[src/rtl/seq_magnitude_comparator.sv]
// Multi-cycle magnitude comparator: scans operands MSB-first,
// DIGIT bits per cycle, with optional early exit and signed mode.
module seq_magnitude_comparator #(
  parameter int WIDTH      = 32,
  parameter int DIGIT      = 4,
  parameter int EARLY_EXIT = 1
) (
  input  logic             clk,
  input  logic             rst,
  input  logic             start,
  input  logic [WIDTH-1:0] x,
  input  logic [WIDTH-1:0] y,
  input  logic             signed_mode,
  output logic             busy,
  output logic             done,
  output logic             lt,
  output logic             gt,
  output logic             eq
);

  localparam int N  = WIDTH / DIGIT;
  localparam int IW = (N > 1) ? $clog2(N) : 1;

  typedef enum logic {IDLE, SCAN} state_t;

  state_t           state_q, state_d;
  logic [IW-1:0]    idx_q, idx_d;
  logic [WIDTH-1:0] x_q, x_d;
  logic [WIDTH-1:0] y_q, y_d;
  logic             sm_q, sm_d;
  logic             lt_q, lt_d;
  logic             gt_q, gt_d;
  logic             eq_q, eq_d;
  logic             done_q, done_d;
  logic             dec_q, dec_d;
  logic             dlt_q, dlt_d;
  logic             dgt_q, dgt_d;

  logic [DIGIT-1:0] xd, yd;
  logic             last, sdiff, cur_lt, cur_gt;

  // Operands shift left each SCAN cycle so the current digit is always on top
  assign xd     = x_q[WIDTH-1 -: DIGIT];
  assign yd     = y_q[WIDTH-1 -: DIGIT];
  assign last   = (idx_q == IW'(N - 1));
  assign sdiff  = sm_q && (idx_q == '0) && (xd[DIGIT-1] ^ yd[DIGIT-1]);
  assign cur_lt = sdiff ? xd[DIGIT-1] : (xd < yd);
  assign cur_gt = sdiff ? yd[DIGIT-1] : (xd > yd);

  always_comb begin
    state_d = state_q;
    idx_d   = idx_q;
    x_d     = x_q;
    y_d     = y_q;
    sm_d    = sm_q;
    lt_d    = lt_q;
    gt_d    = gt_q;
    eq_d    = eq_q;
    done_d  = 1'b0;
    dec_d   = dec_q;
    dlt_d   = dlt_q;
    dgt_d   = dgt_q;
    unique case (state_q)
      IDLE: begin
        if (start) begin
          state_d = SCAN;
          x_d     = x;
          y_d     = y;
          sm_d    = signed_mode;
          idx_d   = '0;
          lt_d    = 1'b0;
          gt_d    = 1'b0;
          eq_d    = 1'b0;
          dec_d   = 1'b0;
          dlt_d   = 1'b0;
          dgt_d   = 1'b0;
        end
      end
      SCAN: begin
        x_d   = x_q << DIGIT;
        y_d   = y_q << DIGIT;
        idx_d = idx_q + IW'(1);
        if ((EARLY_EXIT != 0) && (cur_lt || cur_gt)) begin
          state_d = IDLE;
          done_d  = 1'b1;
          idx_d   = '0;
          lt_d    = cur_lt;
          gt_d    = cur_gt;
        end else if (last) begin
          state_d = IDLE;
          done_d  = 1'b1;
          idx_d   = '0;
          if (dec_q) begin
            lt_d = dlt_q;
            gt_d = dgt_q;
          end else if (cur_lt || cur_gt) begin
            lt_d = cur_lt;
            gt_d = cur_gt;
          end else begin
            eq_d = 1'b1;
          end
        end else if (!dec_q && (cur_lt || cur_gt)) begin
          dec_d = 1'b1;
          dlt_d = cur_lt;
          dgt_d = cur_gt;
        end
      end
      default: state_d = IDLE;
    endcase
  end

  always_ff @(posedge clk) begin
    if (rst) begin
      state_q <= IDLE;
      idx_q   <= '0;
      x_q     <= '0;
      y_q     <= '0;
      sm_q    <= 1'b0;
      lt_q    <= 1'b0;
      gt_q    <= 1'b0;
      eq_q    <= 1'b0;
      done_q  <= 1'b0;
      dec_q   <= 1'b0;
      dlt_q   <= 1'b0;
      dgt_q   <= 1'b0;
    end else begin
      state_q <= state_d;
      idx_q   <= idx_d;
      x_q     <= x_d;
      y_q     <= y_d;
      sm_q    <= sm_d;
      lt_q    <= lt_d;
      gt_q    <= gt_d;
      eq_q    <= eq_d;
      done_q  <= done_d;
      dec_q   <= dec_d;
      dlt_q   <= dlt_d;
      dgt_q   <= dgt_d;
    end
  end

  assign busy = (state_q == SCAN);
  assign done = done_q;
  assign lt   = lt_q;
  assign gt   = gt_q;
  assign eq   = eq_q;

endmodule

[config.mk]
export PLATFORM = sky130hd
export DESIGN_NAME = seq_magnitude_comparator
export DESIGN_NICKNAME = d
export VERILOG_FILES = /design/src/rtl/seq_magnitude_comparator.sv
export SDC_FILE = /design/constraint.sdc
export NUM_CORES = 1
export LEC_CHECK = 0
export BUFFER_PORTS_ARGS = -buffer_cell sky130_fd_sc_hd__buf_2
export CORE_UTILIZATION = 58
export CTS_BUF_LIST = sky130_fd_sc_hd__clkbuf_16
export DETAILED_ROUTE_END_ITERATION = 8
export PLACE_DENSITY_LB_ADDON = 0.15
export SETUP_SLACK_MARGIN = 0.1
export SLEW_MARGIN = 20
export SYNTH_ARGS = -nofsm -noshare
export SYNTH_HDL_FRONTEND = slang
export SYNTH_SLANG_ARGS = --single-unit
[constraint.sdc]
create_clock -name clk -period 2.92 [get_ports clk]
set_clock_uncertainty 0.15 [all_clocks]
set_input_delay 0.292 -clock clk [delete_from_list [all_inputs] [get_ports clk]]
set_output_delay 0.292 -clock clk [all_outputs]
set_load 0.1 [all_outputs]
==> results.md <==
- Gr ovfl total: 0
- Port Buffers: 72
- Initial antenna violation count: 0
- Antenna Diode Count: 0
- Core area: 5640 sq um
- Residual DRC: 0
- Tightest Pin Transition: 0.635 ns
- CTS root buf: clkbuf_16
- Top_reg_cell synth: dfxtp_1
- Vias in the first global route: 2713
- Vias per cell: 5.27
- PostCTS Resize Cnt: 0
- Syn_nets: 481
- Critical path cell sequence: buf_2
- Fin crit period: 2.08 ns
- IO Pins: 73
- CP Buf/Inv Count: 1
- Rel. slew slack: 0.577
- RR Startpoint: y_q[31]
- Status: finished clean
- DRT Pass-1 Iters: 5
- CP Launch Type: register
- Clock buffer depth: 2
- Area grow syn2layout: 16.8%
- Total stage count of the critical path: 1
- Setup_tns: 0 ns
- Htree depth: 3
- Avg Synthesized Cell Area: 8.61 sq um
- Placed insts: 525
- Clock transition at path regs: 0.06 ns
- Sequential share of the synthesized area: 0.435
- Crit Path Class: reg -> out
- Critical path data required time: 2.48 ns
- RSZ-0062 raised after global routing: no
- All-Layer GR Usage: 0.238
- Crit path capture: busy
- Most common cell in the netlist: nor2_1
- Share of layout cells above drive strength 1: 0.213
- Cell Area, Synth: 3500 sq um
- Die Wd: 79.6 microns
- CTS Sinks: 76
- Critical Path Source: busy
- Initial Util: 0.620
- Synth warnings: 0
- Via Count: 2849
- Most frequent cells after synthesis: nor2_1, dfxtp_1, mux2i_1, a21oi_1, clkbuf_1
- Post-synth cell types: 34
- Peak Freq: 481 MHz
- Reg2Reg Setup Slack: 0.92 ns
- Critical Path End Type: output port
- Crit-path max FO: 68
- Hold crit path type: in -> reg
- R2r endpoint: idx_q[0]
- Number of max-cap violations: 0
- Synth Instances: 406
- Core Rows: 27
- Pin count of the biggest net entering global routing: 69
- Flops & latches, synth: 76
- Die Area: 6340 sq um
- Number of synthesized flops with an enable pin: 0
- Latest clock arrival within the worst-skew pair: 0.33 ns
- Clock tree from TritonCTS: built
- DP Wirelength: 4.64 mm
- Synth top area cells: dfxtp_1, mux2i_1, nor2_1, a21oi_1, ha_1
- Reg2reg path depth: 7
- Post-route ant nets: 0
- Leading area contributor after synthesis: dfxtp_1
- Detailed Route Iter0 Violations: 120
- Final period util: 0.711
- CP delay by family, top: flip-flops
- Post-synth top area share: 0.435
- Final nets: 539
- Critical path's largest stage delay: 0.74 ns
- Async set or reset register ratio after synthesis: 0
- GPL Wtd Cong: 0.810
- Final hold viol count: 0
- Routed WL: 6.95 mm
- Slowest cell on the critical path: dfxtp_4
- Final Max Slew Viols: 0
- Wirelength per Cell: 12.9 microns
- Non-Filler Instances: 541
- Setup bufs post-CTS: 0
- P per Cell Area: 612 nW/um^2
- Count of final setup violators: 0
- Cts hold-fix bufs: 0
- Critical path arrival: 1.64 ns
- First-pass GRT wire length: 11.7 mm
- Leak: 0.00196 uW
- DIE HEIGHT: 79.6 microns
- Num CTS Buffers: 9
- IR drop worst, VDD: 0.370 mV
==> power breakdown <==
group / switching (uW) / total, uW / internal, uW
registers: 57.7 / 1160 / 1110
logic: 221 / 388 / 167
clock network: 391 / 946 / 555
total: 669 / 2500 / 1830
==> sequential cells by signal, indices dropped and copies added, names as in the netlist <==
register	flops
dec_q	1
busy	1
dlt_q	1
idx_q	3
sm_q	1
y_q	32
lt	1
dgt_q	1
gt	1
x_q	32
eq	1
done	1
==> worst reg2reg max path: stages, from the launching register on <==
cell and delay [ns]:
dfxtp_1 0.38, inv_1 0.07, ha_1 0.31, and4bb_2 0.40, nand2_4 0.08, a21oi_2 0.21
nand2_2 0.11, o31ai_2 0.21
==> area by class of cell <==
cell class                 instances  area [sq um]
clock inverter                     7          28.8
multi-input combinational        294          1790
tap                               72          90.1
fill                             442          1560
timing repair buffer              76           393
inverter                           7          26.3
clock buffer                       9           225
sequential                        76          1530
==> logic make-up after synthesis <==
group           count (synthesis)  synth area share
simple gates                  148             0.180
fa+ha+maj                       7            0.0251
compound gates                 74             0.122
flops                          76             0.435
buf+inv                        36            0.0515
mux                            65             0.186
==> stage by stage <==
| stage | total power [uW] | util | hold WS [ns] | instance area [sq um] | setup WS (ns) |
|---|---|---|---|---|---|
| after floorplan | 1480 | - | 0.280 | 3500 | 0.850 |
| after global placement | 1560 | 0.679 | 0.289 | 3830 | 0.982 |
| after detailed placement | 1570 | 0.679 | 0.300 | 3830 | 0.946 |
| after CTS | 2520 | 0.724 | 0.0495 | 4080 | 0.836 |
| after global routing | 2620 | 0.724 | 0.0591 | 4080 | 0.740 |
| final | 2500 | 0.724 | 0.0456 | 4080 | 0.843 |
==> worst min-delay path by stage <==
stage           from     end  slack (ns)  cells after the start
3_5_place_dp   dgt_q   dgt_q        0.30                      1
3_3_place_gp      eq      eq        0.29                      2
6_report        x[3]  x_q[3]        0.05                      3
5_1_grt         y[1]  y_q[1]        0.06                      3
4_1_cts         x[3]  x_q[3]        0.05                      3
2_1_floorplan  dgt_q   dgt_q        0.28                      1
==> cells in the final DEF, fill, tap and decap left out, drive strengths merged <==
cell type | Yosys | final
a21o | 1 | 1
a21oi | 61 | 61
a22o | 3 | 3
a31oi | 2 | 2
and2 | 3 | 3
and4 | 1 | 1
and4bb | 1 | 1
buf | 16 | 76
clkbuf | 13 | 9
clkinv | 0 | 3
dfxtp | 76 | 76
ha | 7 | 7
inv | 7 | 11
mux2i | 65 | 65
nand2 | 7 | 7
nand2b | 4 | 4
nand3 | 1 | 1
nand4b | 1 | 1
nor2 | 124 | 124
nor2b | 3 | 3
nor3b | 1 | 1
o211ai | 2 | 2
o21ai | 2 | 2
o31ai | 2 | 2
o32ai | 1 | 1
or2 | 1 | 1
or4 | 1 | 1
==> metal layers <==
metal / GRT usage / vias up / wire (microns) / part of all wire
li1: - / 1493 / - / -
met1: 0.287 / 1276 / 3180 / 0.46
met2: 0.397 / 69 / 3320 / 0.48
met3: 0.0651 / 11 / 329 / 0.047
met4: 0.0982 / 0 / 121 / 0.017
met5: 0 / - / 0 / 0
Power figures use the tool's default switching activity.
